--- src/rtl/morse_symbol_classifier.sv ---
// morse_symbol_classifier
//   Samples a raw Morse key on ticks derived from the clock divider output,
//   debounces it, times each press and release in ticks, classifies each
//   press as dot or dash, and hands the packed letter code downstream over
//   a valid/ready handshake once the inter-letter gap expires.
//
// Ports:
//   clk        system clock
//   rst        asynchronous active-high reset
//   div_clk    divider output; every level change is one tick
//   key_in     raw asynchronous Morse key, 1 = pressed
//   code_ready downstream accepts code
//   code_out   symbol bits, bit0 = first symbol, 1 = dash, 0 = dot
//   code_len   number of valid symbols in code_out
//   code_valid letter code available
//   overflow   more than MAX_SYMS symbols keyed in the current letter
//   key_clean  debounced key level
module morse_symbol_classifier #(
   parameter int unsigned DEBOUNCE_N = 3,
   parameter int unsigned DASH_TICKS = 6,
   parameter int unsigned LETTER_GAP = 8,
   parameter int unsigned MAX_SYMS   = 5,
   parameter int unsigned CNT_W      = 8
) (
   input  logic                clk,
   input  logic                rst,
   input  logic                div_clk,
   input  logic                key_in,
   input  logic                code_ready,
   output logic [MAX_SYMS-1:0] code_out,
   output logic [2:0]          code_len,
   output logic                code_valid,
   output logic                overflow,
   output logic                key_clean
);

   localparam int unsigned DB_W = $clog2(DEBOUNCE_N + 1);
   localparam logic [DB_W-1:0]  DB_LAST  = DB_W'(DEBOUNCE_N - 1);
   localparam logic [CNT_W-1:0] DASH_MIN = CNT_W'(DASH_TICKS);
   localparam logic [CNT_W-1:0] GAP_LAST = CNT_W'(LETTER_GAP - 1);
   localparam logic [2:0]       LEN_MAX  = 3'(MAX_SYMS);

   typedef enum logic [1:0] {IDLE, PRESS, GAP, EMIT} state_t;

   state_t state, state_nxt;

   logic key_s1, key_s2;
   logic div_s1, div_s2, div_prev;
   logic tick;
   logic [DB_W-1:0] db_cnt;
   logic key_prev;
   logic rise, fall;
   logic [CNT_W-1:0] press_cnt;
   logic [CNT_W-1:0] gap_cnt;
   logic gap_done;
   logic handshake;
   logic sym;

   // Two-flop synchronizers; div_prev holds the previous synced divider level.
   always_ff @(posedge clk or posedge rst) begin
      if (rst) begin
         key_s1   <= 1'b0;
         key_s2   <= 1'b0;
         div_s1   <= 1'b0;
         div_s2   <= 1'b0;
         div_prev <= 1'b0;
      end else begin
         key_s1   <= key_in;
         key_s2   <= key_s1;
         div_s1   <= div_clk;
         div_s2   <= div_s1;
         div_prev <= div_s2;
      end
   end

   assign tick = div_s2 ^ div_prev;

   // db_cnt counts consecutive disagreeing tick samples; the DEBOUNCE_N-th
   // one flips key_clean.
   always_ff @(posedge clk or posedge rst) begin
      if (rst) begin
         db_cnt    <= '0;
         key_clean <= 1'b0;
      end else if (tick) begin
         if (key_s2 != key_clean) begin
            if (db_cnt == DB_LAST) begin
               key_clean <= ~key_clean;
               db_cnt    <= '0;
            end else begin
               db_cnt <= db_cnt + 1'b1;
            end
         end else begin
            db_cnt <= '0;
         end
      end
   end

   always_ff @(posedge clk or posedge rst) begin
      if (rst) key_prev <= 1'b0;
      else     key_prev <= key_clean;
   end

   assign rise      = key_clean & ~key_prev;
   assign fall      = ~key_clean & key_prev;
   assign gap_done  = tick && (gap_cnt == GAP_LAST);
   assign handshake = (state == EMIT) && code_ready;
   assign sym       = (press_cnt >= DASH_MIN);

   // State register
   always_ff @(posedge clk or posedge rst) begin
      if (rst) state <= IDLE;
      else     state <= state_nxt;
   end

   // Next-state logic; a rise beats the terminating gap tick.
   always_comb begin
      state_nxt = state;
      unique case (state)
         IDLE:  if (rise) state_nxt = PRESS;
         PRESS: if (fall) state_nxt = GAP;
         GAP: begin
            if (rise)          state_nxt = PRESS;
            else if (gap_done) state_nxt = EMIT;
         end
         EMIT:  if (handshake) state_nxt = key_clean ? PRESS : IDLE;
         default: state_nxt = IDLE;
      endcase
   end

   // Output logic
   always_comb begin
      code_valid = (state == EMIT);
   end

   // Counters and letter accumulation
   always_ff @(posedge clk or posedge rst) begin
      if (rst) begin
         press_cnt <= '0;
         gap_cnt   <= '0;
         code_out  <= '0;
         code_len  <= '0;
         overflow  <= 1'b0;
      end else begin
         unique case (state)
            IDLE: begin
               if (rise) press_cnt <= '0;
            end
            PRESS: begin
               if (fall) begin
                  if (code_len < LEN_MAX) begin
                     code_out[code_len] <= sym;
                     code_len           <= code_len + 3'd1;
                  end else begin
                     overflow <= 1'b1;
                  end
                  gap_cnt <= '0;
               end else if (tick && (press_cnt != '1)) begin
                  press_cnt <= press_cnt + 1'b1;
               end
            end
            GAP: begin
               if (rise)      press_cnt <= '0;
               else if (tick) gap_cnt   <= gap_cnt + 1'b1;
            end
            EMIT: begin
               if (handshake) begin
                  code_out  <= '0;
                  code_len  <= '0;
                  overflow  <= 1'b0;
                  press_cnt <= '0;
               end
            end
            default: ;
         endcase
      end
   end

endmodule

--- config.mk ---
export PLATFORM = sky130hd
export DESIGN_NAME = morse_symbol_classifier
export DESIGN_NICKNAME = d
export VERILOG_FILES = /design/src/rtl/morse_symbol_classifier.sv
export SDC_FILE = /design/constraint.sdc
export NUM_CORES = 1
export LEC_CHECK = 0
export ABC_CLOCK_PERIOD_IN_PS = 1900
export CAP_MARGIN = 20
export CELL_PAD_IN_SITES_DETAIL_PLACEMENT = 1
export CELL_PAD_IN_SITES_GLOBAL_PLACEMENT = 1
export CORE_UTILIZATION = 40
export DETAILED_ROUTE_END_ITERATION = 16
export PLACE_DENSITY_LB_ADDON = 0.12
export RECOVER_POWER = 50
export SKIP_CTS_REPAIR_TIMING = 1
export SKIP_LAST_GASP = 1
export SLEW_MARGIN = 20
export SYNTH_ARGS = -nofsm -noshare
export SYNTH_HDL_FRONTEND = slang
export SYNTH_SLANG_ARGS = --single-unit
--- constraint.sdc ---
create_clock -name clk -period 1.9 [get_ports clk]
set_input_delay 0.285 -clock clk [delete_from_list [all_inputs] [get_ports clk]]
set_output_delay 0.285 -clock clk [all_outputs]
set_load 0.05 [all_outputs]
# Word level (Yosys, flattened, before mapping)
# Cells that the tools add are included.
dict set report totals {
  reg_bits 36
  output_inout_bits 11
  word_cells 92
}
dict set report classes {
  add_sub_neg 4
  order_cmp 4
  eq_ne 18
  n_mux 33
  bitwise_logic 5
  n_reduce_logical 14
}
# operator n
set op_table {}
lappend op_table {{8-bit 2-to-1 mux} 7}
lappend op_table {{8-bit one-hot mux with 3 select lines} 1}
lappend op_table {{4-bit AND reduction} 5}
lappend op_table {{8-bit by 1-bit adder with 8-bit output, second input constant} 2}
lappend op_table {{2-bit != test, second input constant} 8}
lappend op_table {{8-bit one-hot mux with 2 select lines} 1}
lappend op_table {{5-bit 2-to-1 mux} 3}
lappend op_table {{2-bit 2-to-1 mux} 7}
lappend op_table {{5-bit one-hot mux with 2 select lines} 1}
lappend op_table {{3-bit 2-to-1 mux} 3}
lappend op_table {{8-bit by 3-bit == test with 1-bit output, second input constant} 1}
lappend op_table {{8-bit by 3-bit greater-or-equal comparator with 1-bit output, second input constant} 1}
lappend op_table {{8-bit != test, second input constant} 1}
lappend op_table {{2-bit one-hot mux with 4 select lines} 1}
lappend op_table {{2-bit == test, second input constant} 3}
lappend op_table {{3-bit one-hot mux with 2 select lines} 1}
lappend op_table {{5-bit bitwise mux} 1}
lappend op_table {{1-bit 2-to-1 mux} 5}
lappend op_table {{1-bit logical AND} 4}
lappend op_table {{3-bit by 4-bit < comparator with 1-bit output, second input constant} 1}
lappend op_table {{2-bit by 1-bit != test with 1-bit output, second input constant} 2}
lappend op_table {{2-bit nonzero test} 2}
lappend op_table {{3-bit by 1-bit adder with 3-bit output, second input constant} 1}
lappend op_table {{1-bit demux with 3-bit select} 1}
lappend op_table {{13 further kinds} 15}

# Logic depth before layout (Yosys ltp)
dict set report depth {
  word_depth 8
  mapped_depth 7
  mapped_depth_nobuf 7
}

# Least setup slack after synthesis
# OpenSTA, ideal clock, no wires.
dict set report synth_timing {
  kind {reg2reg}
  from {register key_clean}
  to {register press_cnt[5]}
  setup_ps 124
  t_arrival_ps 1801
  required_ps 1776
  setup_slack_ps -25
  stages_incl_launch_ff 6
  path_buffers 0
  synth_period_minus_slack_ps 1925
  cell_sequence {dfrtp_1 inv_1 a221o_1 or3_4 a21oi_1 o21bai_1}
}
dict set report synth_between {
  elab_chain_len 4
  elab_cells_between_ends 6
  cone_classes {2 x eq/ne; 3 x bitwise; 1 x reduce/logical}
}
# element line
set synth_lines {}
lappend synth_lines {{from (decl)} 34} ;# output logic key_clean
lappend synth_lines {{from (signal assigned)} 87} ;# key_clean <= ~key_clean;
lappend synth_lines {{1-bit inverter} 104} ;# assign fall = ~key_clean & key_prev;
lappend synth_lines {{1-bit bitwise AND} 104}
lappend synth_lines {{2-bit != test (no line)} n/a}
lappend synth_lines {{4-bit AND reduction (no line) (*)} n/a}
lappend synth_lines {{to (signal assigned)} 158} ;# press_cnt <= press_cnt + 1'b1;
lappend synth_lines {{to (decl)} 53} ;# logic [CNT_W-1:0] press_cnt;
# Every way passes the cells marked *; elsewhere a longest branch is shown, timed or not.
# A chain may end at the register's enable or synchronous reset.

# Worst setup path in the final report
dict set report layout_timing {
  from {register press_cnt[0]}
  to {register press_cnt[5]}
}
dict set report layout_between {
  elab_chain_len 4
  elab_cells_between_ends 8
  cone_classes {1 x add/sub; 2 x eq/ne; 3 x mux; 2 x reduce/logical}
}
# element line
set layout_lines {}
lappend layout_lines {{8-bit by 1-bit adder with 8-bit output / 8-bit != test (equally long branches)} {158, 157}}
lappend layout_lines {{8-bit 2-to-1 mux / 1-bit logical AND (equally long branches)} 157} ;# end else if (tick && (press_cnt != '1)) begin
lappend layout_lines {{8-bit 2-to-1 mux / 2-bit != test (equally long branches)} n/a}
lappend layout_lines {{8-bit one-hot mux with 3 select lines / 4-bit AND reduction (equally long branches)} n/a}
# Parallel ways exist; a longest one is shown, timed or not. The select of a mux whose other input is x is not followed.

==> metrics.yaml <==
run_status: "completed"
cp-startpoint: "press_cnt[0]"
yosysTopAreaCell: "dfrtp_1"
synth_edf_count: 0
r2r_start: "press_cnt[0]"
grt_pass1_vias: 1582
grt_use_total: 0.1998
synthToLayoutAreaGrowth_pct: 21.41
drcViolationCount: 0
synthSimpleGateAreaFrac: 0.2229
synthCells: 196
insertion_delay_ns: 0.29
cts-root-buf: "clkbuf_8"
yosysUniqueCellTypes: 46
first_pass_iters: 4
fp.dieH_um: 69.95
via_per_inst: 5.559
nNetsFinal: 235
max_slew_margin: 0.5133
clock.fmax_mhz: 543.7
fp.coreArea_mm2: 0.004384
synth_top_flop_cell: "dfrtp_1"
synth-seq-cells: 36
final_util: 0.5114
ys_seq_area_frac: 0.4878
die_area_mm2: 0.004892
vias: 1551
async_flop_share: 1.000
num_antenna_cells: 0
grt_overflow_total: 0
cts.clk_slew.worst_paths_ns: 0.07
synth_area_leaders: "dfrtp_1 49%, o21ai_0 7.6%, nand2_1 4.3%"
totalWireLength_um: 4436
powerDensity_mw_per_mm2: 1390
grt_max_degree: 30
cp-end-kind: "flip-flop"
synth_xor_area_frac: 0.02846
cts_tree: "built"
maxCapViolations: 0
first_iter_violations: 40
synthAdderAreaFrac: 0.02710
clkSinkCount: 36
fin_tns_setup_ns: 0
synth_compound_area_frac: 0.1829
arrival_ns: 2.02
critPathKind: "reg2reg"
portBuffers: 15
ant_nets: 0
worst_pin_slew_ns: 0.7300
synth_top_family_by_area: "simple AND/OR/NAND/NOR gates"
initial_core_util: 0.4212
ios: 16
crit_path_max_fanout: 2
netlist_area_mm2: 0.001847
r2r_setup_slack_ns: 0.06
grt_setup_unrepaired: "true"
syn_avg_cell_area_um2: 9.422
p_leak_nw: 0.9887
grt_pass1_wl_um: 7638
wl_per_cell_um: 15.90
htreeDepth: 2
fin_worst_skew_ns: 0.006459
layout-drive-gt1-share: 0.1762
cp.required_ns: 2.08
start_kind: "flip-flop"
fillers: 509
cts_buffer_depth: 2
hpwlAfterDp_um: 3334
slew_viol_final: 0
rows: 24
die_x_um: 69.95
worstHoldStart: "key_s1"
synth.mux.area_fraction: 0.01762
finalHoldViolCount: 0
antenna_found_initial: 0
setup_viol: 0
post-route-min-period_ns: 1.839
synth_top_area_share: 0.4878
finalCritPeriodShare: 0.9680
hold_path_class: "reg2reg"
syn_nets: 205
cts_buffers: 5
max-vdd-ir-drop_v: 0.0005292
gp_congestion: 0.8485
yosys_warnings: 0
path summary, 6_finish.rpt:
path | depth (start not counted) | endpoint
setup / recovery | 6 | press_cnt[5]
max in group asynchronous | 3 | key_clean
setup reg to reg | 6 | press_cnt[5]
min in group asynchronous | 2 | gap_cnt[6]
hold reg to reg | 0 | key_s2
hold / removal | 0 | key_s2
area by class of cell:
cell class / instances / area (µm²) / area share
sequential: 36 / 902.1 / 0.4023
multi-input combinational: 145 / 895.9 / 0.3996
timing repair buffer: 32 / 275.3 / 0.1228
clock buffer: 7 / 76.32 / 0.03404
tap: 52 / 65.06 / 0.02902
inverter: 6 / 22.52 / 0.01004
clock inverter: 1 / 5.005 / 0.002232
cells by family (layout without fill, tap and decap cells):
group	Yosys count	count (layout)
flip-flops	36	36
XOR/XNOR	6	6
multiplexers	3	3
AO/OA/AOI/OAI	56	56
AND/OR/NAND/NOR	76	76
buffers and inverters	15	46
adder cells (fa/ha/maj)	4	4
cells in the final DEF, fill, tap and decap left out, drive strengths merged, types with 4 or more instances in the layout:
master,count
inv,6
clkdlybuf4s50,7
nand3,7
nor2,14
o21ai,28
nor3,5
ha,4
nor2b,4
nand2,21
buf,21
dfrtp,36
xnor2,5
nand2b,4
clkbuf,8
a21oi,10
or3,4
critical path, stage by stage, from the launching register on:
cell and delay [ns]:
dfrtp_1 0.39, ha_1 0.21, and3_1 0.20, a221o_1 0.33, or3_4 0.39, a21oi_2 0.14
o21bai_1 0.07
metal layers:
metal	track usage	vias to the layer above	part of all wire
li1	-	764	-
met1	0.2488	769	0.45
met2	0.3387	16	0.52
met3	0.04473	2	0.022
met4	0.07333	0	0.0043
met5	0	-	0
report_power, final:
| part | switching [mW] | leakage [nW] | internal [mW] | total [mW] |
|---|---|---|---|---|
| Sequential | 0.154 | 0.473 | 0.939 | 1.09 |
| Clock | 0.268 | 0.0422 | 0.257 | 0.525 |
| Combinational | 0.923 | 0.474 | 0.575 | 1.50 |
| Total | 1.35 | 0.989 | 1.77 | 3.12 |
flip-flops by register name, summed over array words and instances (netlist names):
register,cells
press_cnt,8
div_prev,1
overflow,1
code_len,3
key_s1,1
div_s2,1
key_clean,1
key_prev,1
div_s1,1
state,2
db_cnt,2
code_out,5
key_s2,1
gap_cnt,8
through the flow:
step	setup slack [ns]	hold WS [ns]	power, mW	cells	instance area (µm²)
after global placement	0.09172	0.3361	2.507	270	2157
after floorplan	0.01769	0.3164	2.052	196	1848
after detailed placement	0.03372	0.3364	2.591	270	2157
final	0.06078	0.3552	3.117	279	2242
after CTS	0.01428	0.2710	3.130	278	2238
after global routing	-0.006412	0.3705	3.334	279	2242
cells in the mapped netlist (5+ instances only):
master and number:
a21oi_1 10, clkbuf_1 5, dfrtp_1 36, inv_1 6, nand2_1 21, nand3_1 7, nor2_1 14, o21ai_0 28
xnor2_1 5
No activity file was read; power rests on OpenSTA's default activity.
==> edit 1, RTL diff (config.mk and constraints unchanged) <==
Register the input `key_in` before use, cleared by the reset. The logic sees it one clock later. The other inputs are not delayed to match.
--- a/src/rtl/morse_symbol_classifier.sv
+++ b/src/rtl/morse_symbol_classifier.sv
@@ -44,2 +44,12 @@
 
+   logic key_q;
+
+   always_ff @(posedge clk or posedge rst) begin
+      if (rst) begin
+         key_q <= '0;
+      end else begin
+         key_q <= key_in;
+      end
+   end
+
    state_t state, state_nxt;
@@ -67,3 +77,3 @@
       end else begin
-         key_s1   <= key_in;
+         key_s1   <= key_q;
          key_s2   <= key_s1;
Function: changed (Yosys sat finds a counterexample within 10 cycles, from zero or initial values and one cycle with rst high).
==> edit 1 against the unedited design <==
The flow now finishes with violations (DRC); cell area rose by 2.1%; worst setup slack better by 23 ps; sequential cell count up 1; via count grew 2.4%; synthesized area up 4.2%; first-iteration DRC count increased by 57%; global-route usage decreased by 0.60 points; hold slack got worse by 0.90 ps; routed wire length down 1.8%; total power is 4.8% higher; fmax grew 1.3%.
==> edit 1: results <==
metrics = {
    "setup_path": {
        "r2r_slack_ps": 80,
        "crit_fanout": 14,
        "cp-endpoint": "press_cnt[7]",
        "arrival_ps": 2040,
        "crit_slowest_cell": "or4_1",
    },
    "yosys": {
        "ys_types": 48,
        "synthMuxAreaShare_pct": 1.625,
        "synthAdderAreaFrac_pct": 2.601,
        "synth_area_leaders": "dfrtp_1, nand2_1, o21ai_0",
        "synth_xor_area_share_pct": 1.756,
    },
    "drt": {
        "drc_errors": 1,
        "drt_iter0_drc": 63,
    },
    "place": {
        "place.gp.congestion": 0.8043,
    },
    "global_route": {
        "grt_usage_pct": 19.38,
        "grt_pass1_vias": 1606,
        "grt_pass1_wl_um": 7569,
    },
    "layout": {
        "multi_input_gates": 141,
        "clkCellAreaFrac_pct": 4.866,
        "instances_no_fill": 271,
        "final_util_pct": 51.15,
        "n_all_inverters": 9,
        "seq_share_pct": 40.51,
        "multi_input_area_share_pct": 41.06,
    },
    "status": {
        "violations": "DRC",
        "status": "complete, but fails checks",
    },
    "worst_hold_path": {
        "hold_end": "div_s2",
        "holdCritStartpoint": "div_s1",
    },
    "sta": {
        "fin_hold_ws_ps": 354.3,
    },
}
-- edit 1: changes by cell type in the layout (fill, tap and decap cells not counted), sizes merged, moves of 4 or more --
cell    before  now
nor2        14    4
o211ai       1    7
o21ai       28   17
nand3        7   13
or4          0    7
buf         21   12
xnor2        5    1
-- edit 1: worst max-delay path, delay by kind of cell (launching register included) --
kind,cells,cell delay [ps]
AO/OA/AOI/OAI,2,370
flip-flops,1,420
AND/OR/NAND/NOR,2,710
adder cells (fa/ha/maj),1,250
-- edit 1: per-layer routing --
| layer | GRT usage [%] | part of all wire [%] | vias up |
|---|---|---|---|
| li1 | - | - | 769 |
| met1 | 26.07 | 47 | 788 |
| met2 | 29.95 | 48 | 26 |
| met3 | 5.063 | 3.7 | 5 |
| met4 | 7.778 | 1.3 | 0 |
| met5 | 0 | 0 | - |
-- edit 1: power breakdown --
group	switching [mW]	internal, mW
registers	0.212	0.955
logic	0.880	0.520
clock network	0.305	0.394
==> edit 2, RTL diff (same settings) <==
Made on the original files. `DEBOUNCE_N`: 3 -> 5.
--- a/src/rtl/morse_symbol_classifier.sv
+++ b/src/rtl/morse_symbol_classifier.sv
@@ -18,3 +18,3 @@
 module morse_symbol_classifier #(
-   parameter int unsigned DEBOUNCE_N = 3,
+   parameter int unsigned DEBOUNCE_N = 5,
    parameter int unsigned DASH_TICKS = 6,
Behaviour: not the same (a bounded check fails within 10 cycles, from zero or initial values and one cycle with rst high).
==> edit 2 against the unedited design <==
Clock power up 33%; synthesized area up 8.2%; non-clock buffer count decreased by 3; worst setup slack better by 29 ps; sequential cell count rose by 1; largest cell class is now multi-input gates; cell area rose by 7.6%; cell count rose by 7.5%; routed wire length grew 9.4%; largest power group unchanged; total power up 13%.
==> edit 2: results <==
metrics = {
    "layout": {
        "fillCellCount": 555,
        "nNetsFinal": 243,
        "instances_no_fill": 300,
    },
    "status": {
        "status": "completed",
    },
    "global_route": {
        "grt_pass1_wl_um": 8355,
        "grt_start_max_net_pins": 38,
        "grt_usage_pct": 20.80,
    },
    "sta": {
        "skew_ps": 5.859,
        "tightest_slew_ps": 945.5,
    },
    "setup_path": {
        "reg2reg_to": "press_cnt[6]",
        "arrival_ps": 1980,
        "crit_slowest_cell": "a2111o_1",
        "r2r_cells": 4,
    },
    "yosys": {
        "synth_area_leaders": "dfrtp_1, o21ai_0, ha_1",
        "synth_nets": 216,
        "ys_types": 51,
        "ys_seq_area_share_pct": 46.34,
        "synth_top_area_share_pct": 46.34,
        "synth_common_cells": "dfrtp_1, o21ai_0, nand2_1",
    },
    "drt": {
        "routed_wl_um": 4852,
    },
    "worst_hold_path": {
        "holdCritStartpoint": "div_s1",
    },
    "power": {
        "swShare_pct": 43.76,
    },
    "place": {
        "place.gp.congestion": 0.7976,
        "dp_hpwl_um": 3610,
        "placed_cells": 292,
    },
}
==> edit 2: cell types whose count changed in the layout (fill, tap and decap cells not counted), moves of 4 or more <==
| cell | change |
|---|---|
| a21oi_1 | -5 |
| inv_1 | +5 |
| nor2_1 | -4 |
| o211ai_1 | +5 |
| o21ai_0 | -6 |
| o31ai_1 | +4 |
| o41ai_1 | +6 |
==> edit 2: area by class of cell <==
class	count	area share, %
clock inverter	3	1.918
multi-input combinational	148	41.16
inverter	11	1.711
tap	67	3.473
clock buffer	5	2.851
timing repair buffer	29	10.47
sequential	37	38.41
==> edit 2: worst reg2reg max path: stages, from the launching register on <==
cell	delay [ps]
dfrtp_1	430
and4_1	270
a2111o_1	490
o311ai_0	360
o41ai_1	130
==> edit 2: stage by stage <==
stage	setup slack [ps]	hold WS [ps]	cell area [um^2]	utilization, %	power, mW
2_1_floorplan	51.73	316.4	1999	-	2.280
3_3_place_gp	89.55	335.4	2301	48.39	2.743
3_5_place_dp	39.54	339.7	2301	48.39	2.838
4_1_cts	96.45	358.9	2416	50.82	3.554
5_1_grt	19.34	360.4	2414	50.76	3.754
6_report	89.54	355.2	2414	50.76	3.520
==> edit 2: cell families after synthesis <==
family | Yosys count | share of synthesized area, %
AO/OA/AOI/OAI | 65 | 22.61
XOR/XNOR | 3 | 1.691
adder cells (fa/ha/maj) | 6 | 3.757
buffers and inverters | 20 | 3.945
flip-flops | 37 | 46.34
multiplexers | 5 | 2.630
AND/OR/NAND/NOR | 69 | 19.04
==> edit 2: worst max-delay path by stage <==
| stage | to | cells after the start |
|---|---|---|
| finish | press_cnt[6] | 4 |
| global placement | press_cnt[5] | 5 |
| CTS | press_cnt[6] | 4 |
| floorplan | press_cnt[5] | 5 |
| global route | press_cnt[6] | 4 |
| detailed placement | press_cnt[7] | 5 |
==> edit 2: power groups by stage <==
stage	clock (mW)	sequential, mW	combinational, mW
after detailed placement	0	1.23	1.60
final	0.700	1.22	1.60
after global routing	0.751	1.26	1.75
after floorplan	0	1.47	0.807
after CTS	0.723	1.22	1.61
after global placement	0	1.22	1.53
==> edit 2: routing by layer <==
| metal | routed length, um | global-route usage, % | up-vias |
|---|---|---|---|
| li1 | - | - | 817 |
| met1 | 2200 | 26.17 | 858 |
| met2 | 2469 | 34.48 | 20 |
| met3 | 99 | 4.282 | 9 |
| met4 | 82 | 9.368 | 0 |
| met5 | 0 | 0 | - |
